`src/rtl/vlsu_axi_ax_arbiter.sv`:
```
// Shares one AXI4 AW/AR master port between NrReq requesters using round-robin grants held until handshake.
// Owner FIFOs keep the issue order so B responses and R bursts return to the requester that issued them.
package vlsu_axi_ax_pkg;
    typedef struct packed {
        logic [3:0]  id;
        logic [31:0] addr;
        logic [7:0]  len;
        logic [2:0]  size;
        logic [1:0]  burst;
        logic [3:0]  cache;
    } axi_ax_t;
    typedef axi_ax_t axi_aw_t;
    typedef axi_ax_t axi_ar_t;
endpackage

module vlsu_axi_ax_rr #(
    parameter int NrReq = 2,
    parameter int IdxW  = $clog2(NrReq)
) (
    input  logic            clk_i,
    input  logic            rst_i,
    input  logic [NrReq-1:0] req_valid,
    input  logic            full,
    input  logic            down_ready,
    output logic            down_valid,
    output logic [NrReq-1:0] req_ready,
    output logic [IdxW-1:0] grant,
    output logic            push
);
    localparam logic [IdxW-1:0] LastIdx = IdxW'(NrReq - 1);

    typedef enum logic {UNLOCKED, LOCKED} state_t;

    state_t          state;
    logic [IdxW-1:0] rr_ptr, lock_idx, cand, idx;
    logic            found, any_valid;

    // NOTE: always_comb assigns every output a default first, so no path leaves a latch.
    always_comb begin
        cand  = rr_ptr;
        found = 1'b0;
        idx   = '0;
        for (int k = 0; k < NrReq; k++) begin
            idx = IdxW'((int'(rr_ptr) + k) % NrReq);
            if (!found && req_valid[idx]) begin
                found = 1'b1;
                cand  = idx;
            end
        end
    end

    assign grant      = (state == LOCKED) ? lock_idx : cand;
    assign any_valid  = (state == LOCKED) ? req_valid[lock_idx] : |req_valid;
    assign down_valid = any_valid && !full;
    assign push       = down_valid && down_ready;

    always_comb begin
        req_ready = '0;
        for (int i = 0; i < NrReq; i++)
            req_ready[i] = push && (grant == IdxW'(i));
    end

    // NOTE: sequential state uses non-blocking assignments so every flop samples pre-edge values.
    always_ff @(posedge clk_i) begin
        if (rst_i) begin
            state    <= UNLOCKED;
            rr_ptr   <= '0;
            lock_idx <= '0;
        end else if (push) begin
            rr_ptr <= (grant == LastIdx) ? '0 : grant + 1'b1;
            state  <= UNLOCKED;
        end else if (state == UNLOCKED && down_valid) begin
            state    <= LOCKED;
            lock_idx <= cand;
        end
    end

    a_locked_valid: assert property (@(posedge clk_i) disable iff (rst_i)
        (state == LOCKED) |-> req_valid[lock_idx])
        else $error("requester dropped valid while locked");
endmodule

module vlsu_axi_ax_own_fifo #(
    parameter int Depth = 8,
    parameter int W     = 1
) (
    input  logic         clk_i,
    input  logic         rst_i,
    input  logic         push,
    input  logic [W-1:0] data,
    input  logic         pop,
    output logic         full,
    output logic         empty,
    output logic [W-1:0] head
);
    localparam int PtrW = $clog2(Depth);

    logic [PtrW:0] wr_ptr, rd_ptr;
    logic [W-1:0]  mem [Depth];

    assign full  = (wr_ptr[PtrW-1:0] == rd_ptr[PtrW-1:0]) && (wr_ptr[PtrW] != rd_ptr[PtrW]);
    assign empty = (wr_ptr == rd_ptr);
    assign head  = mem[rd_ptr[PtrW-1:0]];

    always_ff @(posedge clk_i) begin
        if (rst_i) begin
            wr_ptr <= '0;
            rd_ptr <= '0;
        end else begin
            if (push && !full) wr_ptr <= wr_ptr + 1'b1;
            if (pop && !empty) rd_ptr <= rd_ptr + 1'b1;
        end
    end

    // NOTE: storage has no reset; the pointers alone decide which entries are meaningful.
    always_ff @(posedge clk_i) begin
        if (push && !full) mem[wr_ptr[PtrW-1:0]] <= data;
    end

    a_pop_empty: assert property (@(posedge clk_i) disable iff (rst_i) pop |-> !empty)
        else $error("owner FIFO popped while empty");
endmodule

module vlsu_axi_ax_arbiter #(
    parameter int  NrReq    = 2,
    parameter int  OwnDepth = 8,
    parameter type axi_aw_t = vlsu_axi_ax_pkg::axi_aw_t,
    parameter type axi_ar_t = vlsu_axi_ax_pkg::axi_ar_t
) (
    input  logic                     clk_i,
    input  logic                     rst_i,
    input  logic [NrReq-1:0]         req_aw_valid_i,
    output logic [NrReq-1:0]         req_aw_ready_o,
    input  axi_aw_t                  req_aw_i [NrReq],
    input  logic [NrReq-1:0]         req_ar_valid_i,
    output logic [NrReq-1:0]         req_ar_ready_o,
    input  axi_ar_t                  req_ar_i [NrReq],
    output logic [NrReq-1:0]         req_b_valid_o,
    input  logic [NrReq-1:0]         req_b_ready_i,
    output logic                     aw_valid_o,
    input  logic                     aw_ready_i,
    output axi_aw_t                  aw_o,
    output logic                     ar_valid_o,
    input  logic                     ar_ready_i,
    output axi_ar_t                  ar_o,
    input  logic                     b_valid_i,
    output logic                     b_ready_o,
    input  logic                     r_hs_last_i,
    output logic                     r_owner_valid_o,
    output logic [$clog2(NrReq)-1:0] r_owner_o
);
    localparam int IdxW = $clog2(NrReq);

    logic [IdxW-1:0] aw_grant, ar_grant, aw_head, ar_head;
    logic            aw_push, ar_push, aw_full, ar_full, aw_empty, ar_empty, b_pop;

    vlsu_axi_ax_rr #(.NrReq(NrReq), .IdxW(IdxW)) u_aw_rr (
        .clk_i, .rst_i, .req_valid(req_aw_valid_i), .full(aw_full), .down_ready(aw_ready_i),
        .down_valid(aw_valid_o), .req_ready(req_aw_ready_o), .grant(aw_grant), .push(aw_push)
    );

    vlsu_axi_ax_rr #(.NrReq(NrReq), .IdxW(IdxW)) u_ar_rr (
        .clk_i, .rst_i, .req_valid(req_ar_valid_i), .full(ar_full), .down_ready(ar_ready_i),
        .down_valid(ar_valid_o), .req_ready(req_ar_ready_o), .grant(ar_grant), .push(ar_push)
    );

    // Single ID on the master port forces in-order B/R, which is what the owner FIFOs rely on.
    always_comb begin
        aw_o = '0;
        ar_o = '0;
        if (aw_valid_o) begin
            aw_o    = req_aw_i[aw_grant];
            aw_o.id = '0;
        end
        if (ar_valid_o) begin
            ar_o    = req_ar_i[ar_grant];
            ar_o.id = '0;
        end
    end

    vlsu_axi_ax_own_fifo #(.Depth(OwnDepth), .W(IdxW)) u_aw_own (
        .clk_i, .rst_i, .push(aw_push), .data(aw_grant), .pop(b_pop),
        .full(aw_full), .empty(aw_empty), .head(aw_head)
    );

    vlsu_axi_ax_own_fifo #(.Depth(OwnDepth), .W(IdxW)) u_ar_own (
        .clk_i, .rst_i, .push(ar_push), .data(ar_grant), .pop(r_hs_last_i),
        .full(ar_full), .empty(ar_empty), .head(ar_head)
    );

    always_comb begin
        req_b_valid_o = '0;
        if (b_valid_i && !aw_empty) req_b_valid_o[aw_head] = 1'b1;
    end

    assign b_ready_o       = !aw_empty && req_b_ready_i[aw_head];
    assign b_pop           = b_valid_i && b_ready_o;
    assign r_owner_valid_o = !ar_empty;
    assign r_owner_o       = ar_empty ? '0 : ar_head;

    a_b_orphan: assert property (@(posedge clk_i) disable iff (rst_i) b_valid_i |-> !aw_empty)
        else $error("B response with no outstanding AW");
    a_aw_stable: assert property (@(posedge clk_i) disable iff (rst_i)
        (aw_valid_o && !aw_ready_i) |=> (!aw_valid_o || $stable(aw_o)))
        else $error("AW payload changed while locked");
    a_ar_stable: assert property (@(posedge clk_i) disable iff (rst_i)
        (ar_valid_o && !ar_ready_i) |=> (!ar_valid_o || $stable(ar_o)))
        else $error("AR payload changed while locked");
endmodule

```
`config.mk`:
```
export PLATFORM = sky130hd
export DESIGN_NAME = vlsu_axi_ax_arbiter
export DESIGN_NICKNAME = d
export VERILOG_FILES = /design/src/rtl/vlsu_axi_ax_arbiter.sv
export SDC_FILE = /design/constraint.sdc
export NUM_CORES = 1
export LEC_CHECK = 0
export ABC_CLOCK_PERIOD_IN_PS = 4800
export CAP_MARGIN = 20
export CORE_AREA = 2 2 134 136
export DETAILED_ROUTE_END_ITERATION = 8
export DIE_AREA = 0 0 136 138
export HOLD_SLACK_MARGIN = 0.05
export MAX_ROUTING_LAYER = met4
export PLACE_DENSITY_LB_ADDON = 0.08
export SETUP_SLACK_MARGIN = 0.05
export SYNTH_ARGS = -nofsm -noshare
export SYNTH_HDL_FRONTEND = slang
export SYNTH_SLANG_ARGS = --single-unit
```
`constraint.sdc`:
```
create_clock -name clk_i -period 4.8 [get_ports clk_i]
set_input_delay 1.44 -clock clk_i [delete_from_list [all_inputs] [get_ports clk_i]]
set_output_delay 1.44 -clock clk_i [all_outputs]
set_load 0.005 [all_outputs]
```
== After elaboration in Yosys (flattened, before gate mapping) ==
Memory sizes are Yosys's and may differ from the RTL's. A register that Yosys moved wholly into a read port is not among the register bits.
Cells that the tools add are included.

* Flip-flop bits (word level): 22
* Bits in writable memories: 16
* Input bits: 224
* Output and inout port bits: 117
* Word-level logic and storage cells: 122
* Memories: 2

{| class="wikitable"
|+ Memories
! name !! depth !! width !! rd ports !! clocked after memory_dff !! write ports !! RTL line !! text
|-
| u_ar_own.mem || 8 || 1 || 1 || 1 || 1 || 99 || <nowiki>logic [W-1:0] mem [Depth];</nowiki>
|-
| u_aw_own.mem || 8 || 1 || 1 || 1 || 1 || 99 ||
|}

* Add/sub/neg operators: 8
* $lt $le $gt $ge: 10
* Equality and inequality tests: 6
* Multiplexer cells: 44
* Bitwise logic cells: 8
* Reduce and logical (&&, ||, !) cells: 34

{| class="wikitable"
|+ Operators with widths
! kind !! count
|-
| $mux 49 || 8
|-
| $mux 1 || 30
|-
| $logic_and 1x1->1 || 22
|-
| $add 4x1->4 const B || 4
|-
| $lt 1x2->1 const B || 7
|-
| $mux 3 || 4
|-
| $eq 4x4->1 || 2
|-
| $reduce_or 2->1 || 4
|-
| $eq 3x3->1 || 2
|-
| $logic_not 1->1 || 6
|-
| $not 1->1 || 6
|-
| $add 1x1->1 const B || 4
|-
| $ge 2x2->1 const B || 2
|-
| $not 1->2 || 2
|-
| $reduce_and 2->1 || 2
|-
| $mux 2 || 1
|-
| $ne 1x1->1 || 2
|-
| $demux 1 s1 || 1
|-
| $ge 1x1->1 const B || 1
|}

== Longest topological paths before layout ==
* Word-level depth: 12
* Mapped depth: 8

== Cells and area by module ==
From an unflattened synthesis, not the netlist that was laid out.

* Cells, all modules: 478
* Area, all modules: 4401.7 um^2

{| class="wikitable"
|+ Modules (own cells, without submodules)
! module !! instances !! cells each !! area an instance (um^2)
|-
| vlsu_axi_ax_arbiter || 1 || 236 || 1873.0
|-
| vlsu_axi_ax_own_fifo (u_aw_own) || 1 || 96 || 1077.3
|-
| vlsu_axi_ax_own_fifo (u_ar_own) || 1 || 98 || 1071.0
|-
| vlsu_axi_ax_rr || 2 || 24 || 190.2
|}

== Worst setup path before layout ==
No wires, ideal clock.

* Path type: input-to-output
* Start point: input port req_ar_valid_i[1]
* End point: output port ar_o[40] (netlist name)
* Arrival: 2.797 ns
* Required time: 3.360 ns
* Slack: 0.563 ns
* Stages: 6
* Path buffers: 1
* Cells stage by stage: maj3_1 > mux2i_1 > clkinv_1 > clkbuf_1 > nand2_1 > a21oi_1

{| class="wikitable"
|+ RTL lines
! what !! RTL line !! text
|-
| start, declared || 135 || <nowiki>input logic [NrReq-1:0] req_ar_valid_i,</nowiki>
|-
| end, declared || 145 || <nowiki>output axi_ar_t ar_o,</nowiki>
|}

==> qor.csv <==
metric;value;unit
status;completed;
Vias;4840;
clock slew at reported path FFs;0.05;ns
DR pass1 iterations;4;
R2R Path End;u_ar_own.mem[2]$_DFFE_PP_;
nets@finish;1092;
critical path startpoint;req_ar_valid_i[0];
Setup crit end kind;primary output;
clk buf depth;2;
Total Power;1.67;mW
gr usage total;18.9;%
critical path startpoint category;input pin;
CTS Hold Buffers Added;0;
most common cell after layout, fill and taps aside;clkdlybuf4s50_1;
critical path endpoint;ar_o[4];
pwr dens;224;nW/um^2
Worst Setup Path Type;input pin to primary output;
Routed Antenna Nets;0;
Rel. slew slack;36.5;%
CP arrival;3.25;ns
Inserted Clock Buffers;5;
Clock Latency Late Sink;0.28;ns
Post-route DRC;0;
TritonCTS clock tree;yes;
Synth async-reset ratio;0;%
cell taking the most area after synthesis;nand2_1;
max incr delay on CP;0.32;ns
Bufs and invs on worst path;7;
R2R cell count;8;
number of library cell types mapped by synthesis;38;
area share of the largest cell type after synthesis;22.7;%
Post-Syn Instances;539;
Worst Skew;0.00511;ns
number of global-route vias before repair;4887;
Wirelength per Cell;15.9;um
initial antenna violation count;3;
crit-path max FO;25;
total wire length;17500;um
Vias per Instance;4.41;
Avg Cell Area, Syn;6.48;um^2
Cell Area, Synth;3490;um^2
Initial Util;19.9;%
Tightest Pin Transition;0.949;ns
FF-to-FF setup slack;2.50;ns
Die ar.;18800;um^2
GR Util met1;20.7;%
Max Slew Vio Count;0;
HPWL after detailed placement;13500;um
CP Depth;11;
most frequent cells in the layout;clkdlybuf4s50_1, nand2_1, a21oi_1;
slowest stage cell, crit path;maj3_2;
setup TNS;0;ns
post-synthesis sequential area ratio;29.8;%
first-pass GRT wire length;26800;um
DIE HEIGHT;138;um
Crit path required time;3.36;ns
DRT iter0 DRCs;146;
#FFs+latches synth;44;
CP delay by family, top;buffers and inverters;
DIE WIDTH;136;um
Num Clock Sinks;44;
PortBufs;316;
RR Startpoint;u_ar_own.wr_ptr[0]$_SDFFE_PP0P_;
filler cell count;1838;
Ys Warns;0;
P_leak;3.32;nW
max cap viols;0;
worst hold path type;flip-flop to flip-flop;
final setup vio count;0;
fin crit share;97.8;%
CP Cell Sequence;dlygate4sd2_1, inv_1, maj3_2, mux2i_4, buf_4, inv_4, buf_4, bufbuf_16, nand2_1, a21oi_1, dlygate4sd2_1;
most area-consuming cells after synthesis;nand2_1, a21oi_1, dfxtp_1;
CORE AREA;17500;um^2
Core Rows;49;
share of layout cells above drive strength 1;9.25;%
gr ovfl total;0;
min Tclk post-route;4.69;ns
CTS H-tree depth;2;
Synth Flop Type;dfxtp_1;
RSZ-0062 raised after global routing;true;
Max Clock Freq;0.213;GHz
endpoints failing hold;0;
maximum resistive drop on vdd;182;uV
Ports;341;
Area Overhead vs Synth;114;%
met3 usage;4.91;%
GRT Max-Usage Layer;met2;
Post-synth EDFFs;16;
setup slack after layout;0.108;ns
largest net degree at the start of global routing;52;
met2 Use GR;32.7;%
root buf cell;clkbuf_16;
pre-CTS setup slack;-0.304;ns
Final Wtd Congestion;0.832;
-- cell usage after synthesis, types with 2 or more instances --
cell,n
nand2_1,211
a21oi_1,112
clkbuf_1,29
dfxtp_1,28
nor2_1,23
edfxtp_1,16
xor2_1,10
buf_2,9
inv_1,9
mux2i_1,9
nand3_1,9
nor3_1,9
buf_4,8
o21ai_0,8
or3_1,6
xnor2_1,5
ha_1,4
nand4_1,4
nor4_1,4
a41oi_1,2
inv_2,2
maj3_1,2
mux2_2,2
mux4_1,2
mux4_2,2
nor3b_1,2
-- worst register-to-register path, delay by kind of cell (launching register included) --
family,cells,cell delay (ns)
xor+xnor,1,0.14
buf+inv,3,0.45
flops,1,0.54
simple gates,4,0.93
-- kinds of logic after synthesis --
logic type	synth area share, %
other cells	0.107
xor+xnor	3.76
buf+inv	7.53
compound gates	18.2
fa+ha+maj	2.01
mux	6.67
flops	29.8
simple gates	31.9
-- timing repair --
action / CTS / global route
setup endpoints to repair: 103 / 37
buffers inserted: 7 / 1
pin swaps: 3 / 0
cloned: 6 / 0
endpoints found under the hold margin: 0 / 0
gates resized for setup: 123 / 18
-- area by class of cell --
class                           count  area [um^2]  area share [%]
Antenna cell                        3         7.51           0.101
Clock buffer                        6          129            1.73
Clock inverter                      2         35.0           0.469
Inverter                           12         52.6           0.704
Multi-Input combinational cell    443         2260            30.3
Sequential cell                    44         1040            13.9
Tap cell                          229          287            3.84
Timing Repair Buffer              358         3650            48.9
-- where the power goes --
part	switching [mW]	total, mW	internal (mW)	leakage, nW
registers	0.0253	0.436	0.410	0.375
logic	0.355	0.862	0.507	2.87
clock network	0.132	0.377	0.245	0.0809
total	0.512	1.67	1.16	3.32
-- metrics by stage --
| step | instances | hold WS [ns] | instance area [um^2] | utilization [%] |
|---|---|---|---|---|
| floorplan | 546 | 0.439 | 3520 | - |
| global placement | 1072 | 0.454 | 7100 | 40.5 |
| detailed placement | 1072 | 0.464 | 7100 | 40.5 |
| CTS | 1093 | 0.473 | 7440 | 42.5 |
| global route | 1097 | 0.489 | 7470 | 42.6 |
| finish | 1097 | 0.471 | 7470 | 42.6 |
-- routing by layer --
layer	vias up	share of wire (%)
met3	30	7.0
met4	0	3.0
li1	2438	-
met1	2197	38
met2	175	52
met5	-	0
-- worst min-delay path by stage --
stage / from / to / slack, ns / cells after the start
floorplan: u_aw_rr.rr_ptr$_SDFFE_PP0P_ / u_aw_rr.rr_ptr$_SDFFE_PP0P_ / 0.44 / 2
global placement: u_aw_rr.rr_ptr$_SDFFE_PP0P_ / u_aw_rr.rr_ptr$_SDFFE_PP0P_ / 0.45 / 2
detailed placement: u_aw_rr.rr_ptr$_SDFFE_PP0P_ / u_aw_rr.rr_ptr$_SDFFE_PP0P_ / 0.46 / 2
CTS: u_aw_rr.rr_ptr$_SDFFE_PP0P_ / u_aw_rr.rr_ptr$_SDFFE_PP0P_ / 0.47 / 2
global route: u_aw_rr.rr_ptr$_SDFFE_PP0P_ / u_aw_rr.rr_ptr$_SDFFE_PP0P_ / 0.49 / 2
finish: u_aw_rr.rr_ptr$_SDFFE_PP0P_ / u_aw_rr.rr_ptr$_SDFFE_PP0P_ / 0.47 / 2
No activity file was read; power rests on OpenSTA's default activity.
